--- src/rtl/mips_core_pkg.sv ---
// Shared MIPS core types: instruction-queue entry, physical register tag and
// issue-queue defaults.
package mips_core_pkg;

  localparam int unsigned MIPS_PREG_W      = 6;
  localparam int unsigned STAMP_W          = 32;
  localparam int unsigned IQ_DEFAULT_DEPTH = 8;

  typedef logic [MIPS_PREG_W-1:0] preg_t;

  typedef struct packed {
    logic               valid;
    logic               ready;
    logic [STAMP_W-1:0] count;
    logic [31:0]        instr;
    logic               uses_rs;
    logic               uses_rt;
    preg_t              rs_phys;
    preg_t              rt_phys;
    preg_t              rw_phys;
  } Instr_Queue_Entry_t;

endpackage

--- src/rtl/iq_age_select.sv ---
// Oldest-ready picker: grants the ready entry that no other ready entry is
// older than. older[j*DEPTH+i] = 1 means entry j was dispatched before entry i.
module iq_age_select #(
  parameter int unsigned DEPTH = 8
) (
  input  logic [DEPTH-1:0]       ready,
  input  logic [DEPTH*DEPTH-1:0] older,
  output logic [DEPTH-1:0]       grant,
  output logic                   grant_valid
);

  always_comb begin
    grant = '0;
    for (int unsigned i = 0; i < DEPTH; i++) begin
      grant[i] = ready[i];
      for (int unsigned j = 0; j < DEPTH; j++) begin
        if (ready[j] && older[j*DEPTH+i]) grant[i] = 1'b0;
      end
    end
  end

  assign grant_valid = |grant;

endmodule

--- src/rtl/issue_queue.sv ---
// Out-of-order issue queue with tag-broadcast wakeup and age-matrix select.
// Optional ISSUE_QUEUE_STATS_EN adds stall/issue/empty saturating counters.
module issue_queue
  import mips_core_pkg::*;
#(
  parameter int unsigned DEPTH      = IQ_DEFAULT_DEPTH,
  parameter int unsigned PREG_W     = MIPS_PREG_W,
  parameter int unsigned NUM_WAKEUP = 2
) (
  input  logic                         clk,
  input  logic                         rst,
  input  logic                         dispatch_valid,
  output logic                         dispatch_ready,
  input  Instr_Queue_Entry_t           dispatch_entry,
  input  logic                         dispatch_rs_rdy,
  input  logic                         dispatch_rt_rdy,
  input  logic [NUM_WAKEUP-1:0]        wakeup_valid,
  input  logic [NUM_WAKEUP*PREG_W-1:0] wakeup_tag,
  output logic                         issue_valid,
  input  logic                         issue_ready,
  output Instr_Queue_Entry_t           issue_entry,
  input  logic                         flush,
  output logic [$clog2(DEPTH+1)-1:0]   occupancy
`ifdef ISSUE_QUEUE_STATS_EN
  ,
  output logic [31:0]                  stat_full,
  output logic [31:0]                  stat_issue,
  output logic [31:0]                  stat_empty
`endif
);

  localparam int unsigned OCC_W = $clog2(DEPTH+1);

  Instr_Queue_Entry_t       ent_q [DEPTH];
  logic [DEPTH-1:0]         valid_q, rs_rdy_q, rt_rdy_q;
  logic [DEPTH*DEPTH-1:0]   older_q;
  logic [OCC_W-1:0]         occ_q;
  logic [STAMP_W-1:0]       stamp_q;

  logic [DEPTH-1:0]         ready_vec, grant, free_oh, wake_rs, wake_rt;
  logic                     grant_valid, free_found;
  logic                     dispatch_fire, issue_fire;
  logic                     disp_rs_rdy, disp_rt_rdy;
  Instr_Queue_Entry_t       disp_ent;
  preg_t                    wtag [NUM_WAKEUP];

  always_comb begin
    for (int unsigned k = 0; k < NUM_WAKEUP; k++)
      wtag[k] = preg_t'(wakeup_tag[k*PREG_W +: PREG_W]);
  end

  always_comb begin
    for (int unsigned i = 0; i < DEPTH; i++)
      ready_vec[i] = valid_q[i] && (rs_rdy_q[i] || !ent_q[i].uses_rs)
                                && (rt_rdy_q[i] || !ent_q[i].uses_rt);
  end

  iq_age_select #(.DEPTH(DEPTH)) u_age_select (
    .ready       (ready_vec),
    .older       (older_q),
    .grant       (grant),
    .grant_valid (grant_valid)
  );

  assign issue_valid    = grant_valid && !flush && !rst;
  assign dispatch_ready = (occ_q < OCC_W'(DEPTH)) && !flush && !rst;
  assign dispatch_fire  = dispatch_valid && dispatch_ready;
  assign issue_fire     = issue_valid && issue_ready;
  assign occupancy      = occ_q;

  always_comb begin
    free_oh    = '0;
    free_found = 1'b0;
    for (int unsigned i = 0; i < DEPTH; i++) begin
      if (!valid_q[i] && !free_found) begin
        free_oh[i] = 1'b1;
        free_found = 1'b1;
      end
    end
  end

  always_comb begin
    issue_entry = '0;
    for (int unsigned i = 0; i < DEPTH; i++)
      if (grant[i]) issue_entry = ent_q[i];
    issue_entry.valid = issue_valid;
    issue_entry.ready = 1'b1;
  end

  // Source readiness at dispatch also catches a same-cycle broadcast.
  always_comb begin
    disp_ent       = dispatch_entry;
    disp_ent.valid = 1'b1;
    disp_ent.ready = 1'b0;
    disp_ent.count = stamp_q;
    disp_rs_rdy = dispatch_rs_rdy || !dispatch_entry.uses_rs || (dispatch_entry.rs_phys == '0);
    disp_rt_rdy = dispatch_rt_rdy || !dispatch_entry.uses_rt || (dispatch_entry.rt_phys == '0);
    for (int unsigned k = 0; k < NUM_WAKEUP; k++) begin
      if (wakeup_valid[k] && dispatch_entry.rs_phys == wtag[k]) disp_rs_rdy = 1'b1;
      if (wakeup_valid[k] && dispatch_entry.rt_phys == wtag[k]) disp_rt_rdy = 1'b1;
    end
  end

  always_comb begin
    wake_rs = '0;
    wake_rt = '0;
    for (int unsigned i = 0; i < DEPTH; i++) begin
      for (int unsigned k = 0; k < NUM_WAKEUP; k++) begin
        if (wakeup_valid[k] && ent_q[i].rs_phys == wtag[k]) wake_rs[i] = 1'b1;
        if (wakeup_valid[k] && ent_q[i].rt_phys == wtag[k]) wake_rt[i] = 1'b1;
      end
    end
  end

  always_ff @(posedge clk) begin
    if (rst) begin
      valid_q  <= '0;
      rs_rdy_q <= '0;
      rt_rdy_q <= '0;
      older_q  <= '0;
      occ_q    <= '0;
      stamp_q  <= '0;
    end else if (flush) begin
      valid_q <= '0;
      older_q <= '0;
      occ_q   <= '0;
    end else begin
      rs_rdy_q <= rs_rdy_q | wake_rs;
      rt_rdy_q <= rt_rdy_q | wake_rt;
      for (int unsigned i = 0; i < DEPTH; i++) begin
        if (issue_fire && grant[i]) begin
          valid_q[i] <= 1'b0;
          for (int unsigned j = 0; j < DEPTH; j++) begin
            older_q[i*DEPTH+j] <= 1'b0;
            older_q[j*DEPTH+i] <= 1'b0;
          end
        end
        // Written after the issue clear so the new column wins for this slot.
        if (dispatch_fire && free_oh[i]) begin
          ent_q[i]    <= disp_ent;
          valid_q[i]  <= 1'b1;
          rs_rdy_q[i] <= disp_rs_rdy;
          rt_rdy_q[i] <= disp_rt_rdy;
          for (int unsigned j = 0; j < DEPTH; j++) begin
            older_q[i*DEPTH+j] <= 1'b0;
            older_q[j*DEPTH+i] <= valid_q[j] && !(issue_fire && grant[j]);
          end
        end
      end
      if (dispatch_fire) stamp_q <= stamp_q + STAMP_W'(1);
      case ({dispatch_fire, issue_fire})
        2'b10:   occ_q <= occ_q + OCC_W'(1);
        2'b01:   occ_q <= occ_q - OCC_W'(1);
        default: ;
      endcase
    end
  end

`ifdef ISSUE_QUEUE_STATS_EN
  always_ff @(posedge clk) begin
    if (rst) begin
      stat_full  <= '0;
      stat_issue <= '0;
      stat_empty <= '0;
    end else begin
      if (dispatch_valid && !dispatch_ready && stat_full != '1) stat_full <= stat_full + 32'd1;
      if (issue_fire && stat_issue != '1) stat_issue <= stat_issue + 32'd1;
      if (occ_q == '0 && stat_empty != '1) stat_empty <= stat_empty + 32'd1;
    end
  end
`endif

endmodule
--- config.mk ---
export PLATFORM = sky130hd
export DESIGN_NAME = issue_queue
export DESIGN_NICKNAME = d
export VERILOG_FILES = /design/src/rtl/mips_core_pkg.sv /design/src/rtl/iq_age_select.sv /design/src/rtl/issue_queue.sv
export SDC_FILE = /design/constraint.sdc
export NUM_CORES = 1
export LEC_CHECK = 0
export BUFFER_PORTS_ARGS = -buffer_cell sky130_fd_sc_hd__buf_4
export CAP_MARGIN = 5
export CORE_UTILIZATION = 61
export DETAILED_ROUTE_END_ITERATION = 10
export PLACE_DENSITY = 0.77
export SYNTH_ARGS = -nofsm -noshare
export SYNTH_HDL_FRONTEND = slang
export SYNTH_HIERARCHICAL = 1
export SYNTH_SLANG_ARGS = --single-unit
--- constraint.sdc ---
create_clock -name clk -period 8.6 [get_ports clk]
set_input_delay 0.43 -clock clk [delete_from_list [all_inputs] [get_ports clk]]
set_output_delay 0.43 -clock clk [all_outputs]
set_load 0.02 [all_outputs]
; ---- After elaboration in Yosys (flattened, before gate mapping)
; Memory sizes are Yosys's and may differ from the RTL's.
; Index checks and enable logic that the tools add are counted.
[totals]
register_bits = 124
mem_bits_rw = 672
inputBits = 107
out_inout_bits = 92
elab_cells = 697
n_memories = 1
[memory_table]
columns = memory, words, word_bits, read_ports, rd_ports_with_merged_regs, wr, line_no
row1 = ent_q, 8, 84, 8, 0, 1, issue_queue.sv:34  ; Instr_Queue_Entry_t ent_q [DEPTH];
[classes]
add_sub_neg = 3
n_lt_le_gt_ge = 1
n_eq_ne = 38
n_mux = 305
n_bitwise = 3
n_reduce_logical = 270
[ops]
columns = cell, n
row1 = $mux W84, 15
row2 = $reduce_or A84 Y1, 7
row3 = $mux W1, 266
row4 = $eq A6 B6 Y1, 36
row5 = $logic_and A1 B1 Y1, 153
row6 = $reduce_bool A4 Y1, 28
row7 = $mux W8, 12
row8 = $logic_not A1 Y1, 41
row9 = $mux W9, 4
row10 = $add A32 B1 Y32 const B, 1
row11 = $reduce_or A4 Y1, 7
row12 = $mux W3, 7
row13 = $logic_or A1 B1 Y1, 20
row14 = $reduce_bool A2 Y1, 9
row15 = $or A8 B8 Y8, 2
row16 = $logic_not A6 Y1, 2
row17 = $pmux W4 S2, 1
row18 = $reduce_or A8 Y1, 1
row19 = $add A4 B1 Y4 const B, 1
row20 = $lt A4 B4 Y1 const B, 1
row21 = $sub A4 B1 Y4 const B, 1
row22 = $eq A2 B1 Y1 const B, 1
row23 = $eq A2 B2 Y1 const B, 1
row24 = $reduce_and A2 Y1, 1
row25 = other kinds (2), 2

; ---- Depth between registers and ports, before layout
[depth]
ltp_word = 28
ltp_mapped = 18
ltp_nobuf = 15

; ---- Cells and area by module
; Netlist, hierarchy kept.
[modules_own_cells]
columns = mod, n_inst, cells_each, area_each_um2, seq_area_each_um2
row1 = issue_queue, 1, 2587, 33779.9, 22661.7
row2 = iq_age_select, 1, 67, 459.2, 0.0

; ---- Worst setup path after synthesis
; OpenSTA, ideal clock, no wires.
[synth_timing]
path_kind = input -> register
start = input port rst
end = memory ent_q[1][0] (netlist name), enable pin
setup_time_ns = 0.629
arrival_time_ns = 6.865
required_time_ns = 7.971
setup_slack_ns = 1.106
stages = 4
n_path_buf = 1
path_cell_list = buf_2 nor4b_4 inv_2 nor3_1
[synth_via]
elab_chain_cells = 16
word_cells_on_any_way = 64
cone_classes = 46 x mux / 18 x reduce/logical
[synth_rtl]
columns = element, line_no
row1 = from (decl), issue_queue.sv:11  ; input logic rst,
row2 = $logic_not A1 Y1, issue_queue.sv:66  ; assign dispatch_ready = (occ_q < OCC_W'(DEPTH)) && !flush && !rst;
row3 = $logic_and A1 B1 Y1, issue_queue.sv:66
row4 = $logic_and A1 B1 Y1, issue_queue.sv:67  ; assign dispatch_fire = dispatch_valid && dispatch_ready;
row5 = $logic_and A1 B1 Y1, issue_queue.sv:139  ; if (dispatch_fire && free_oh[i]) begin
row6 = $mux W1, issue_queue.sv:139
row7 = $mux W1, issue_queue.sv:123  ; end else if (flush) begin
row8 = $mux W1, issue_queue.sv:116  ; if (rst) begin
row9 = $mux W1 (not written as such), issue_queue.sv:140  ; ent_q[i] <= disp_ent;
row10 = $reduce_or A84 Y1 (no source line), n/a
row11 = $mux W3 (no source line) or $mux W1 (tied branches) (7 in a row), n/a
row12 = to (decl), issue_queue.sv:34
; Several ways; a longest one is shown, not always the timed one.

==> implementation parameters <==
Parameter                              Value

Synthesis
  Synthesized flop and latch total ... slightly below 800
  Leading area contributor after synthesis ... edfxtp_1
  Commonest cells in the synthesized netlist ... edfxtp_1 (672), a21oi_1 (211), nor2b_1 (176)
  Dominant cell by count in the synthesized netlist ... edfxtp_1
  Fraction of the yosys area taken by sequential cells ... 66.2%
  Post-Synthesis Cells ... 2,654
  EDFF count, synth ... 672
  Average footprint of a synthesized cell ... 12.9 um^2
  Total nets after synthesis ... 2,764
  Top FF cell, synth ... edfxtp_1
  Fraction of registers with async set/reset ... 0%
  Yosys top cell area share ... 58.9%
  Top cells by area in the synthesized netlist ... edfxtp_1 (59%), dfxtp_1 (7.3%), a221oi_1 (4.4%)
  Netlist Area Pre-Place ... 0.0342 mm^2
  Warnings, synthesis ... 6
  Synth cell types ... 64

Clock tree
  Clock insertion delay at the later pin of the skew report ... roughly 620 ps
  Post-CTS sizing ... 0
  H-Tree Level Count ... 3
  CTS Root Cell ... clkbuf_16
  Quantity of hold-fixing buffers added after cts ... 0
  Clock sinks ... 796
  Post-CTS setup buffer count ... 0
  Clock slew at the register clock pins of the worst setup and hold paths ... 60 ps
  Largest buffer count on any clock path ... 3
  CTS tree ... built
  Number of clock buffers inserted by TritonCTS ... 80

Timing
  Final TNS setup ... 0 ps
  Worst Max-Slew Pin Slew ... 1320 ps
  Clk_skew ... about 19 ps
  Final Hold Fails ... 0
  Worst max-slew margin expressed relative to the limit ... 12.1%
  Final count of negative-setup-slack endpoints ... 0
  Worst slack on hold paths ... 44.0 ps
  Highest achievable clock rate ... 163 MHz
  Min setup slack post-route ... 2460 ps
  Fraction of the cycle the final worst path needs ... 71.4%
  Slew Limit Fails ... 0
  Final period demand of the worst path ... 6140 ps
  Unrepaired setup endpoints after global routing ... false

Power and ir drop
  Reported leakage power ... 12.7 nW
  Pwr/cell area ... 204 mW/mm^2
  PnR Total Power ... a little under 8 mW
  IR Drop Worst-Case VDD ... 0.164 mV

Placement
  Number of cells after detailed placement ... 3,395
  Dpl ws ... 3290 ps
  Placed cell areas ... 0.0359 mm^2
  Placer Congestion ... 0.949
  Final HPWL DP ... 47.8 mm
  Quantity of I/O buffers inserted on ports ... 163

Global route
  Number of antenna violations at the first check in global routing ... 5
  Wire length of the first global-routing pass ... 134 mm
  Number of global-route vias before repair ... 23,148
  Total GRT Usage ... between 30% and 40%
  Pin count of the biggest net entering global routing ... between 150 and 200
  Total congestion overflow ... 0

Layout
  Final Core Density ... 69.8%
  Count of nets after finishing ... 2,839
  Number of fill cells in the layout ... between 3,000 and 4,000
  Final non-filler cell total ... 3,543
  Layout overhead on the synthesized area ... 12.7%
  Share of final-layout standard cells stronger than drive strength 1 ... 12.4%
  Final non-filler cell area ... between 0.03 and 0.04 mm^2

Route
  Remaining antenna violation count after routing ... 0
  1st-iter DRT viols ... 2,484
  Via count ... ~23,000
  Routed vias/inst ... 6.56
  Total Wirelength ... just under 90 mm
  Post-detailed-route DRC marker count ... 0
  Router iterations before antenna repair ... 6
  Post-DR wirelength/cell ... 24.8 um

Floorplan
  Die ar. ... 0.0571 mm^2
  Die Width ... 239 um
  Height of the chip ... 239 um
  Cell row count ... 86
  Core Region ... 0.0553 mm^2
  I/O Pins ... 199
  Starting Density ... 61.9%

Worst setup path
  CP startpoint kind ... register
  Critical Path Sink Type ... output pin
  Data arrival, critical path ... around 5700 ps
  Maximum fanout encountered on the critical timing path ... 75
  First element of the critical path ... valid_q[1]$_SDFFE_PP0P_
  FF-to-FF Start ... valid_q[1]$_SDFFE_PP0P_
  Startpoint-to-endpoint class of the critical path ... register to output pin
  CP Data Required Time ... 8170 ps
  Number of cells on the worst reg-to-reg path ... 14

Run
  Number of max-cap violations ... 0

Min path
  Class of the tightest hold or removal check ... input pin to register
  Worst hold path depth ... 1
  Hold Startpoint ... dispatch_entry[49]

Run status
  Result of the run ... finished clean
-- power breakdown --
part	switching (mW)	internal [mW]	leakage [nW]	total, mW
logic	0.135	0.0687	4.07	0.204
registers	0.00720	4.17	7.33	4.18
clock network	1.42	2.06	1.28	3.48
-- worst paths after layout --
kind                                                  end  slack (ps)
worst min register to register    older_q[9]$_SDFFE_PP0P_         460
worst min-delay path              ent_q[0][133]$_DFFE_PP_          40
worst max register to register  occupancy[3]$_SDFFE_PP0P_        3650
worst max-delay path                      issue_entry[16]        2460
-- area by class of cell --
cell class | instances | area [um^2] | area share [%]
antenna | 1 | 2.50 | 0.00649
clock buffer | 117 | 2320 | 6.01
clock inverter | 30 | 318 | 0.824
inverter | 114 | 433 | 1.12
multi-input combinational | 1537 | 10400 | 26.9
sequential | 796 | 22700 | 58.7
tap | 748 | 936 | 2.43
timing repair buffer | 200 | 1550 | 4.02
-- flip-flops by register name, summed over array words and instances (netlist names) --
signal	cells
older_q	64
rt_rdy_q	8
ent_q	672
stamp_q	32
valid_q	8
occupancy	4
rs_rdy_q	8
-- routing by layer --
metal  up-vias  global-route usage, %  part of all wire [%]
met5         -                      0                 0.052
met4         8                   11.6                   3.0
met3       211                   5.28                   8.6
met2      1153                   51.4                    49
met1     11655                   41.1                    39
li1      10224                      -                     -
-- cells in the final DEF, fill, tap and decap left out, drive strengths merged, types with 3 or more instances in the layout --
master / netlist / layout
edfxtp: 672 / 672
a21oi: 213 / 213
buf: 54 / 200
nor2b: 176 / 176
a221oi: 171 / 171
o31ai: 167 / 167
nand2: 154 / 154
xnor2: 127 / 127
dfxtp: 124 / 124
inv: 113 / 118
xor2: 117 / 117
clkbuf: 153 / 117
nor2: 62 / 62
nand4: 60 / 60
nor4: 51 / 51
a22oi: 39 / 39
nand3: 35 / 35
o21ai: 29 / 29
nor3: 25 / 25
clkinv: 1 / 18
and3: 10 / 10
and2: 9 / 9
a2111oi: 9 / 9
nand4b: 9 / 9
or3: 8 / 8
a21o: 8 / 8
and4: 7 / 7
o41ai: 7 / 7
bufinv: 0 / 6
a211oi: 5 / 5
nor3b: 5 / 5
o22ai: 4 / 4
a31oi: 4 / 4
a221o: 3 / 3
nand2b: 3 / 3
ha: 3 / 3
-- logic make-up (layout without fill, tap and decap cells) --
group | count (synthesis) | in the layout | synth area share, %
mux | 1 | 1 | 0.0292
other cells | 1 | 2 | 0.0110
fa+ha+maj | 3 | 3 | 0.110
compound gates | 666 | 666 | 13.6
flops | 796 | 796 | 66.2
simple gates | 622 | 622 | 9.96
xor+xnor | 244 | 244 | 6.24
buf+inv | 321 | 461 | 3.82
-- worst max-delay path: stages, from the launching register on --
cell	delay, ps
dfxtp_1	560
inv_1	170
a221oi_1	240
buf_4	260
nand4b_1	170
nor2_4	810
buf_4	890
nor2b_4	220
buf_12	300
a221oi_1	360
o31ai_1	180
a221oi_1	370
o31ai_1	220
buf_4	240
Note: power is estimated with default switching activity, not from simulation.
